### src/rtl/cpu_types_pkg.sv
// Shared CPU-side types: RAM word, RAM handshake state and memory arbiter state.
// Imported by the arbiter interface, the arbiter itself and its bench.
package cpu_types_pkg;

  typedef logic [31:0] word_t;

  // Status reported by the RAM model/controller for the current strobe.
  typedef enum logic [1:0] {
    FREE   = 2'd0,
    BUSY   = 2'd1,
    ACCESS = 2'd2,
    ERROR  = 2'd3
  } ramstate_t;

  // Memory arbiter FSM: idle, or holding the RAM for the icache or the dcache.
  typedef enum logic [1:0] {
    IDLE    = 2'd0,
    GRANT_I = 2'd1,
    GRANT_D = 2'd2
  } arb_state_t;

  // Which requester completed the most recent transaction.
  typedef enum logic {
    SRC_I = 1'b0,
    SRC_D = 1'b1
  } src_t;

endpackage

### src/rtl/mem_arbiter_if.sv
// Cache-side and RAM-side signals of the memory arbiter; the arbiter uses the
// slave modport, the surrounding caches/RAM (or a bench) use the master modport.
interface mem_arbiter_if;
  import cpu_types_pkg::*;

  // icache port
  logic      iREN;
  word_t     iaddr;
  logic      iwait;
  word_t     iload;

  // dcache port
  logic      dREN;
  logic      dWEN;
  word_t     daddr;
  word_t     dstore;
  logic      dwait;
  word_t     dload;

  // RAM port
  logic      ramREN;
  logic      ramWEN;
  word_t     ramaddr;
  word_t     ramstore;
  word_t     ramload;
  ramstate_t ramstate;

  modport slave (
    input  iREN, iaddr,
    input  dREN, dWEN, daddr, dstore,
    input  ramload, ramstate,
    output iwait, iload,
    output dwait, dload,
    output ramREN, ramWEN, ramaddr, ramstore
  );

  modport master (
    output iREN, iaddr,
    output dREN, dWEN, daddr, dstore,
    output ramload, ramstate,
    input  iwait, iload,
    input  dwait, dload,
    input  ramREN, ramWEN, ramaddr, ramstore
  );

endinterface

### src/rtl/mem_arbiter.sv
// Two-requester RAM arbiter: icache reads and dcache reads/writes share one RAM.
// Ties alternate, starting with the dcache; the winner's request is latched on grant.
module mem_arbiter
  import cpu_types_pkg::*;
(
  input  logic          CLK,
  input  logic          nRST,
  mem_arbiter_if.slave  bus
);

  arb_state_t state;
  arb_state_t next_state;
  src_t       last_grant;

  word_t      lat_addr;
  word_t      lat_store;
  logic       lat_ren;
  logic       lat_wen;

  logic       i_req;
  logic       d_req;
  logic       grant_i;
  logic       grant_d;
  logic       done;

  assign i_req = bus.iREN;
  assign d_req = bus.dREN | bus.dWEN;

  // Next-state: arbitration in IDLE, completion/abort while granted.
  always_comb begin
    // NOTE: every combinational output gets a default first, so no path can infer a latch.
    next_state = state;
    grant_i    = 1'b0;
    grant_d    = 1'b0;
    done       = 1'b0;

    unique case (state)
      IDLE: begin
        if (i_req && d_req) begin
          if (last_grant == SRC_D) grant_i = 1'b1;
          else                     grant_d = 1'b1;
        end else if (i_req) begin
          grant_i = 1'b1;
        end else if (d_req) begin
          grant_d = 1'b1;
        end

        if (grant_i)      next_state = GRANT_I;
        else if (grant_d) next_state = GRANT_D;
      end

      // A requester that withdraws aborts the access even if the RAM answers now.
      GRANT_I: begin
        if (!i_req) begin
          next_state = IDLE;
        end else if (bus.ramstate == ACCESS) begin
          next_state = IDLE;
          done       = 1'b1;
        end
      end

      GRANT_D: begin
        if (!d_req) begin
          next_state = IDLE;
        end else if (bus.ramstate == ACCESS) begin
          next_state = IDLE;
          done       = 1'b1;
        end
      end

      default: next_state = IDLE;
    endcase
  end

  // State, fairness history and the latched request.
  always_ff @(posedge CLK or negedge nRST) begin
    // NOTE: the request latches are plain registers (not a memory), so they are reset
    // with the FSM; the RAM never sees stale address/data after a mid-access reset.
    if (!nRST) begin
      state      <= IDLE;
      last_grant <= SRC_I;
      lat_addr   <= '0;
      lat_store  <= '0;
      lat_ren    <= 1'b0;
      lat_wen    <= 1'b0;
    end else begin
      // NOTE: non-blocking assignments keep every register update on the same edge.
      state <= next_state;

      if (done) begin
        last_grant <= (state == GRANT_D) ? SRC_D : SRC_I;
      end

      if (grant_i) begin
        lat_addr  <= bus.iaddr;
        lat_store <= '0;
        lat_ren   <= 1'b1;
        lat_wen   <= 1'b0;
      end else if (grant_d) begin
        lat_addr  <= bus.daddr;
        lat_store <= bus.dstore;
        lat_ren   <= bus.dREN;
        lat_wen   <= bus.dWEN;
      end
    end
  end

  // Outputs: RAM side driven only from the latches, cache side released on completion.
  always_comb begin
    bus.iwait    = 1'b1;
    bus.dwait    = 1'b1;
    bus.iload    = '0;
    bus.dload    = '0;
    bus.ramREN   = 1'b0;
    bus.ramWEN   = 1'b0;
    bus.ramaddr  = lat_addr;
    bus.ramstore = lat_store;

    if (state != IDLE) begin
      bus.ramREN = lat_ren;
      bus.ramWEN = lat_wen;
    end

    if (done && (state == GRANT_I)) begin
      bus.iwait = 1'b0;
      bus.iload = bus.ramload;
    end

    if (done && (state == GRANT_D)) begin
      bus.dwait = 1'b0;
      bus.dload = bus.ramload;
    end
  end

  // The dcache never reads and writes at once, so at most one RAM strobe is driven.
  a_d_onehot: assert property (@(posedge CLK) disable iff (!nRST)
    !(bus.dREN && bus.dWEN));
  a_ram_onehot: assert property (@(posedge CLK) disable iff (!nRST)
    !(bus.ramREN && bus.ramWEN));

endmodule

### src/flat_wrapper.sv
// flat-port wrapper written by rule: the top's interface ports become plain ports
module mem_arbiter_flat import cpu_types_pkg::*;
  (CLK, nRST, bus_iREN, bus_iaddr, bus_dREN, bus_dWEN, bus_daddr, bus_dstore, bus_ramload, bus_ramstate, bus_iwait, bus_iload, bus_dwait, bus_dload, bus_ramREN, bus_ramWEN, bus_ramaddr, bus_ramstore);
  mem_arbiter_if bus_i ();
  input  logic CLK;
  input  logic nRST;
  input wire logic [$bits(bus_i.iREN)-1:0] bus_iREN;
  input wire logic [$bits(bus_i.iaddr)-1:0] bus_iaddr;
  input wire logic [$bits(bus_i.dREN)-1:0] bus_dREN;
  input wire logic [$bits(bus_i.dWEN)-1:0] bus_dWEN;
  input wire logic [$bits(bus_i.daddr)-1:0] bus_daddr;
  input wire logic [$bits(bus_i.dstore)-1:0] bus_dstore;
  input wire logic [$bits(bus_i.ramload)-1:0] bus_ramload;
  input wire logic [$bits(bus_i.ramstate)-1:0] bus_ramstate;
  output wire logic [$bits(bus_i.iwait)-1:0] bus_iwait;
  output wire logic [$bits(bus_i.iload)-1:0] bus_iload;
  output wire logic [$bits(bus_i.dwait)-1:0] bus_dwait;
  output wire logic [$bits(bus_i.dload)-1:0] bus_dload;
  output wire logic [$bits(bus_i.ramREN)-1:0] bus_ramREN;
  output wire logic [$bits(bus_i.ramWEN)-1:0] bus_ramWEN;
  output wire logic [$bits(bus_i.ramaddr)-1:0] bus_ramaddr;
  output wire logic [$bits(bus_i.ramstore)-1:0] bus_ramstore;
  assign bus_i.iREN = bus_iREN;
  assign bus_i.iaddr = bus_iaddr;
  assign bus_i.dREN = bus_dREN;
  assign bus_i.dWEN = bus_dWEN;
  assign bus_i.daddr = bus_daddr;
  assign bus_i.dstore = bus_dstore;
  assign bus_i.ramload = bus_ramload;
  assign bus_i.ramstate = bus_ramstate;
  assign bus_iwait = bus_i.iwait;
  assign bus_iload = bus_i.iload;
  assign bus_dwait = bus_i.dwait;
  assign bus_dload = bus_i.dload;
  assign bus_ramREN = bus_i.ramREN;
  assign bus_ramWEN = bus_i.ramWEN;
  assign bus_ramaddr = bus_i.ramaddr;
  assign bus_ramstore = bus_i.ramstore;
  mem_arbiter u_core (.CLK(CLK), .nRST(nRST), .bus(bus_i));
endmodule
### config.mk
export PLATFORM = sky130hd
export DESIGN_NAME = mem_arbiter_flat
export DESIGN_NICKNAME = d
export VERILOG_FILES = /design/src/rtl/cpu_types_pkg.sv /design/src/rtl/mem_arbiter_if.sv /design/src/rtl/mem_arbiter.sv /design/src/flat_wrapper.sv
export SDC_FILE = /design/constraint.sdc
export NUM_CORES = 1
export LEC_CHECK = 0
export CAP_MARGIN = 15
export CORE_ASPECT_RATIO = 0.6
export CORE_MARGIN = 10
export CORE_UTILIZATION = 38
export CTS_CLUSTER_DIAMETER = 30
export DETAILED_ROUTE_END_ITERATION = 10
export PLACE_DENSITY_LB_ADDON = 0.2
export SYNTH_ARGS = -nofsm -noshare
export SYNTH_HDL_FRONTEND = slang
export SYNTH_SLANG_ARGS = --single-unit
### constraint.sdc
create_clock -name CLK -period 5.4 [get_ports CLK]
set_input_delay 1.08 -clock CLK [delete_from_list [all_inputs] [get_ports CLK]]
set_output_delay 1.08 -clock CLK [all_outputs]
set_load 0.05 [all_outputs]
==> results of run 1 <==
==> layout make-up <==
type                    instances  area (um^2)  share of cell area
inverters                       6         22.5             0.00321
multi-input cells             280         1780               0.254
clock inverters                 7          105              0.0150
well taps                     130          163              0.0232
flip-flops and latches         69         1730               0.246
repair buffers                274         2990               0.426
clock buffers                   9          225              0.0321
==> Yosys cell counts (6+ instances only) <==
cell type / instances / share of area
clkbuf_1: 6 / 0.0060
buf_4: 6 / 0.012
a21oi_1: 32 / 0.043
a22o_1: 33 / 0.077
o21ai_0: 12 / 0.016
inv_1: 6 / 0.0060
a22oi_2: 7 / 0.023
dfrtp_1: 69 / 0.46
and2_1: 67 / 0.11
buf_2: 17 / 0.023
nand2b_1: 23 / 0.038
buf_6: 7 / 0.021
nand2_1: 34 / 0.034
o21ai_1: 43 / 0.057
==> path summary, 6_finish.rpt <==
check / from / endpoint / cells past startpoint
worst max-delay path: bus_dWEN / bus_iwait / 6
worst min-delay path: u_core.bus.ramaddr[14] / u_core.bus.ramaddr[14] / 2
worst max register to register: u_core.state[0] / u_core.bus.ramaddr[20] / 6
worst min register to register: u_core.bus.ramaddr[14] / u_core.bus.ramaddr[14] / 2
max in group asynchronous: nRST / u_core.bus.ramaddr[17] / 1
min in group asynchronous: nRST / u_core.bus.ramstore[26] / 1
==> logic make-up (layout without fill, tap and decap cells) <==
logic type,after synthesis,after routing
buffers and inverters,43,296
AOI/OAI and AO/OA,142,142
adders and majority gates,4,4
DFF,69,69
and+or+nand+nor,134,134
==> stage by stage <==
| step | util | setup WS, ns | instance area (um^2) | hold WS (ns) |
|---|---|---|---|---|
| 2_1_floorplan | - | 2.12 | 3750 | 0.465 |
| 3_3_place_gp | 0.707 | 1.09 | 6640 | 0.467 |
| 3_5_place_dp | 0.709 | 1.03 | 6660 | 0.474 |
| 4_1_cts | 0.745 | 1.03 | 6990 | 0.487 |
| 5_1_grt | 0.746 | 0.902 | 7010 | 0.509 |
| 6_report | 0.746 | 1.02 | 7010 | 0.482 |
==> power breakdown <==
group	total (mW)	internal [mW]	switching, mW
combinational	2.52	0.869	1.65
sequential	0.923	0.770	0.153
clock	0.658	0.412	0.245
==> worst max-delay path: stages <==
cell	delay [ns]
clkdlybuf4s50_1	0.77
o21ai_2	0.16
a211oi_4	0.21
buf_4	0.29
inv_1	0.06
clkdlybuf4s50_1	0.71
==> routing by layer <==
| layer | wire (um) | part of all wire | vias up |
|---|---|---|---|
| met3 | 1870 | 0.11 | 17 |
| met4 | 189 | 0.011 | 2 |
| met1 | 6370 | 0.38 | 1914 |
| met5 | 13 | 0.00078 | - |
| met2 | 8320 | 0.50 | 215 |
| li1 | - | - | 1858 |
==> state kept, by name, indices dropped and copies added (netlist names) <==
signal,flops
u_core.bus.ramstore,32
u_core.lat_ren,1
u_core.bus.ramaddr,32
u_core.last_grant,1
u_core.lat_wen,1
u_core.state,2
==> qor.yml, run 1 <==
grt_usage: 0.222
min_path_type: "reg -> reg"
synth_fp_nets: 531
synthMuxAreaShare: 0
end_kind: "output pin"
mostFrequentLayoutCells: "clkdlybuf4s50_1, dfrtp_1, and2_1, o21ai_1, buf_4"
synth_area_per_cell_um2: 9.58
dpl.cell_count: 758
clock_sinks: 69
gp_congestion: 0.830
clkTransAtPathRegs_ns: 0.06
cts-root-buf: "clkbuf_16"
wl_mm: 16.8
antenna_found_initial: 1
io-pin-count: 267
seq_area_frac_synth: 0.460
drive_gt1_frac: 0.161
post_cts_buffers: 0
drc_errors: 0
synth-compound-area-share: 0.259
grt.busiest_layer: "met2"
power_mw: 4.10
fmax_mhz: 228
period_minus_slack_ns: 4.38
critPathKind: "in -> out"
grt.met3_usage: 0.101
async_reset_ff_frac: 1.00
dr.pass1.iters: 4
die_w_um: 148
setup_violations: 0
fp.coreArea_um2: 9390
grt_max_degree: 70
stdcell_count: 775
p_leak_nw: 2.98
area_growth_pct: 86.6
synth_top_family_by_area: "compound AO/OA/AOI/OAI gates"
use_met2: 0.374
wire_per_inst_um: 21.6
required_ns: 4.32
grt_pass1_wl_mm: 25.4
layout_commonest_cell: "clkdlybuf4s50_1"
yosys.area_share.simple: 0.199
cts_buffer_depth: 2
hpwl_mm: 13.2
die_h_um: 97
finalSetupTns_ns: 0
status: "finished, final reports clean"
htreeDepth: 3
p_per_area_nw_per_um2: 584
cts_tree: "done"
hold_viol: 0
synth_ff_type: "dfrtp_1"
via_count: 4006
port_buffers: 266
synth_fa_ha_area_frac: 0.0133
start_util: 0.400
final_max_slew_viol_count: 0
dieArea_um2: 14400
worst_pin_slew_ns: 0.954
grt_overflow: 0
drv_cap: 0
cts_hold_buffers: 0
syn_inst: 392
synthXorXnorAreaFrac: 0
max_slew_margin: 0.364
synth_cell_types: 34
yosysWarnings: 0
fin_skew_ns: 0.00688
crit_fanout: 33
syn_area_um2: 3750
synth_seq_cells: 69
via_per_inst: 5.17
clk-insertion-delay-late_ns: 0.33
antenna_left: 0
grt_use_met1: 0.255
rsz0062_at_grt: "no"
rrSetupSlack_ns: 2.81
cts-buffers-inserted: 9
synth-edff-count: 0
arrival_ns: 3.30
post_cts_resized: 0
drtIter0Drc: 241
final_nets: 779
fillCellCount: 647
grt_pass1_vias: 4198
max-vdd-ir-drop_mv: 0.418
antenna_cells: 0
num_rows: 27
start_kind: "primary input"
finalCritPeriodShare: 0.811
(Power assumes the default switching activity.)
==> run 2: changes to the inputs <==
--- a/config.mk
+++ b/config.mk
@@ -8,7 +8,7 @@
 export CAP_MARGIN = 15
 export CORE_ASPECT_RATIO = 0.6
 export CORE_MARGIN = 10
-export CORE_UTILIZATION = 38
+export CORE_UTILIZATION = 35
 export CTS_CLUSTER_DIAMETER = 30
 export DETAILED_ROUTE_END_ITERATION = 10
 export PLACE_DENSITY_LB_ADDON = 0.2
==> constraint.sdc (replaced) <==
create_clock -name CLK -period 4.3 [get_ports CLK]
set_input_delay 0.86 -clock CLK [delete_from_list [all_inputs] [get_ports CLK]]
set_output_delay 0.86 -clock CLK [all_outputs]
set_load 0.05 [all_outputs]
==> run 2 against run 1 <==
Worst setup slack got worse by 0.25 ns. Routed wire length rose by 0.52%. Global-route usage down 1.1 points. Clock skew increased by 0.0019 ns. Final cell count grew 1.4%. Sequential share of layout area is 1.3 points lower. Clock power is 21% higher. Critical path type unchanged. Largest cell class unchanged. Highest routed layer is now met4.
==> qor.yml, run 2 (same netlist as run 1, synthesis figures left out) <==
port_buffers: 266  # unchanged
final_max_slew_viol_count: 0  # unchanged
max_slew_margin: 0.407  # +0.0430
clkTransAtPathRegs_ns: 0.05  # about the same
post_cts_buffers: 0  # unchanged
via_per_inst: 4.97  # -3.9%
start_kind: "primary input"
dp_slack_ns: 0.785  # -0.245 ns
cts-root-buf: "clkbuf_16"
post_cts_resized: 0  # unchanged
rsz0062_at_grt: "no"
drc_errors: 0  # unchanged
worstHoldPathCells: 2  # unchanged
via_count: 3905  # -2.5%
dr.pass1.iters: 4  # unchanged
grt_pass1_wl_mm: 25.7  # +1.5%
fmax_mhz: 284
worst_hold_path.endpoint: "u_core.bus.ramaddr[13]"
cts_buffer_depth: 2  # unchanged
end_kind: "output pin"
die_h_um: 100  # +3.3%
rrSetupSlack_ns: 2.01  # -0.80 ns
cts_tree: "done"
period_minus_slack_ns: 3.53
grt_max_degree: 70  # unchanged
grt_usage: 0.211  # -0.0112
dieArea_um2: 15400  # +7.1%
setup_violations: 0  # unchanged
hpwl_mm: 13.3  # +1.4%
io-pin-count: 267  # unchanged
r2r_end: "u_core.bus.ramaddr[24]"
antenna_found_initial: 1  # unchanged
die_w_um: 154  # +3.6%
drv_cap: 0  # unchanged
wire_per_inst_um: 21.4  # -0.88%
mostFrequentLayoutCells: "clkdlybuf4s50_1, dfrtp_1, and2_1, buf_12, o21ai_1"
p_per_area_nw_per_um2: 695  # +19%
final_nets: 780  # +0.13%
hp-start: "u_core.bus.ramaddr[13]"
gp_congestion: 0.850  # +2.5%
max-vdd-ir-drop_mv: 0.592  # +42%
drtIter0Drc: 222  # -7.9%
cts_hold_buffers: 0  # unchanged
area_growth_pct: 97.1
worst_pin_slew_ns: 0.890  # -0.0645 ns
htreeDepth: 3  # unchanged
clock_sinks: 69  # unchanged
drive_gt1_frac: 0.166  # +0.00439
clk-insertion-delay-late_ns: 0.32  # about the same
cts-buffers-inserted: 9  # unchanged
required_ns: 3.44  # -0.88 ns
crit_fanout: 33  # unchanged
start_util: 0.357  # -0.0430
grt_pass1_vias: 4196  # -0.048%
min_path_type: "reg -> reg"
fin_ws_ns: 0.773  # -0.250 ns
p_leak_nw: 3.06  # +2.8%
wl_mm: 16.9  # +0.52%
fin_skew_ns: 0.00879  # +0.00191 ns
arrival_ns: 2.67  # -0.63 ns
status: "finished, final reports clean"
r2r_start: "u_core.state[1]"
grt_overflow: 0  # unchanged
num_rows: 29  # +7.4%
antenna_left: 0  # unchanged
finalCritPeriodShare: 0.820
layout_commonest_cell: "clkdlybuf4s50_1"
finalSetupTns_ns: 0  # unchanged
hold_viol: 0  # unchanged
critPathKind: "in -> out"
fp.coreArea_um2: 10500  # +12%
ff2ff_path_depth: 7  # +1
-- run 2: worst max-delay path by stage --
stage | startpoint | endpoint | slack [ns]
final | bus_dWEN | bus_iload[16] | 0.77
after global routing | bus_dREN | bus_iload[16] | 0.66
after CTS | bus_dWEN | bus_iload[16] | 0.78
after detailed placement | bus_dWEN | bus_iload[16] | 0.78
after global placement | bus_dWEN | bus_iload[13] | 0.88
after floorplan | bus_dWEN | bus_dload[10] | 1.46
-- run 2: report_power, final --
| part | internal (mW) | switching, mW | total (mW) |
|---|---|---|---|
| clock | 0.522 | 0.272 | 0.794 |
| sequential | 0.967 | 0.179 | 1.15 |
| combinational | 1.12 | 2.08 | 3.20 |
-- run 2: layout make-up --
type / count / area, um^2
sequential: 69 / 1730
tap: 139 / 174
multi-input combinational: 280 / 1780
timing repair buffer: 275 / 3370
clock inverter: 6 / 86.3
fill: 765 / 3120
inverter: 6 / 22.5
antenna: 1 / 2.50
clock buffer: 10 / 239
-- run 2: stage by stage --
| step | cell area [um^2] | util | hold WS [ns] | cells | power, mW |
|---|---|---|---|---|---|
| after detailed placement | 7060 | 0.671 | 0.474 | 768 | 4.35 |
| after floorplan | 3750 | - | 0.465 | 392 | 3.26 |
| final | 7400 | 0.703 | 0.484 | 786 | 5.14 |
| after global placement | 7060 | 0.671 | 0.466 | 768 | 4.28 |
| after CTS | 7380 | 0.702 | 0.488 | 784 | 5.16 |
| after global routing | 7400 | 0.703 | 0.519 | 785 | 5.40 |
-- run 2: worst max-delay path: stages --
cell             delay [ns]
clkdlybuf4s50_1        0.76
o21ai_2                0.15
a211oi_4               0.21
buf_4                  0.29
and2_1                 0.23
buf_12                 0.15
-- run 2: per-layer routing --
| layer | vias up | share of wire | track usage |
|---|---|---|---|
| li1 | 1849 | - | - |
| met4 | 0 | 0.0034 | 0.0289 |
| met3 | 4 | 0.10 | 0.101 |
| met2 | 165 | 0.49 | 0.348 |
| met1 | 1887 | 0.40 | 0.252 |
| met5 | - | 0 | 0 |
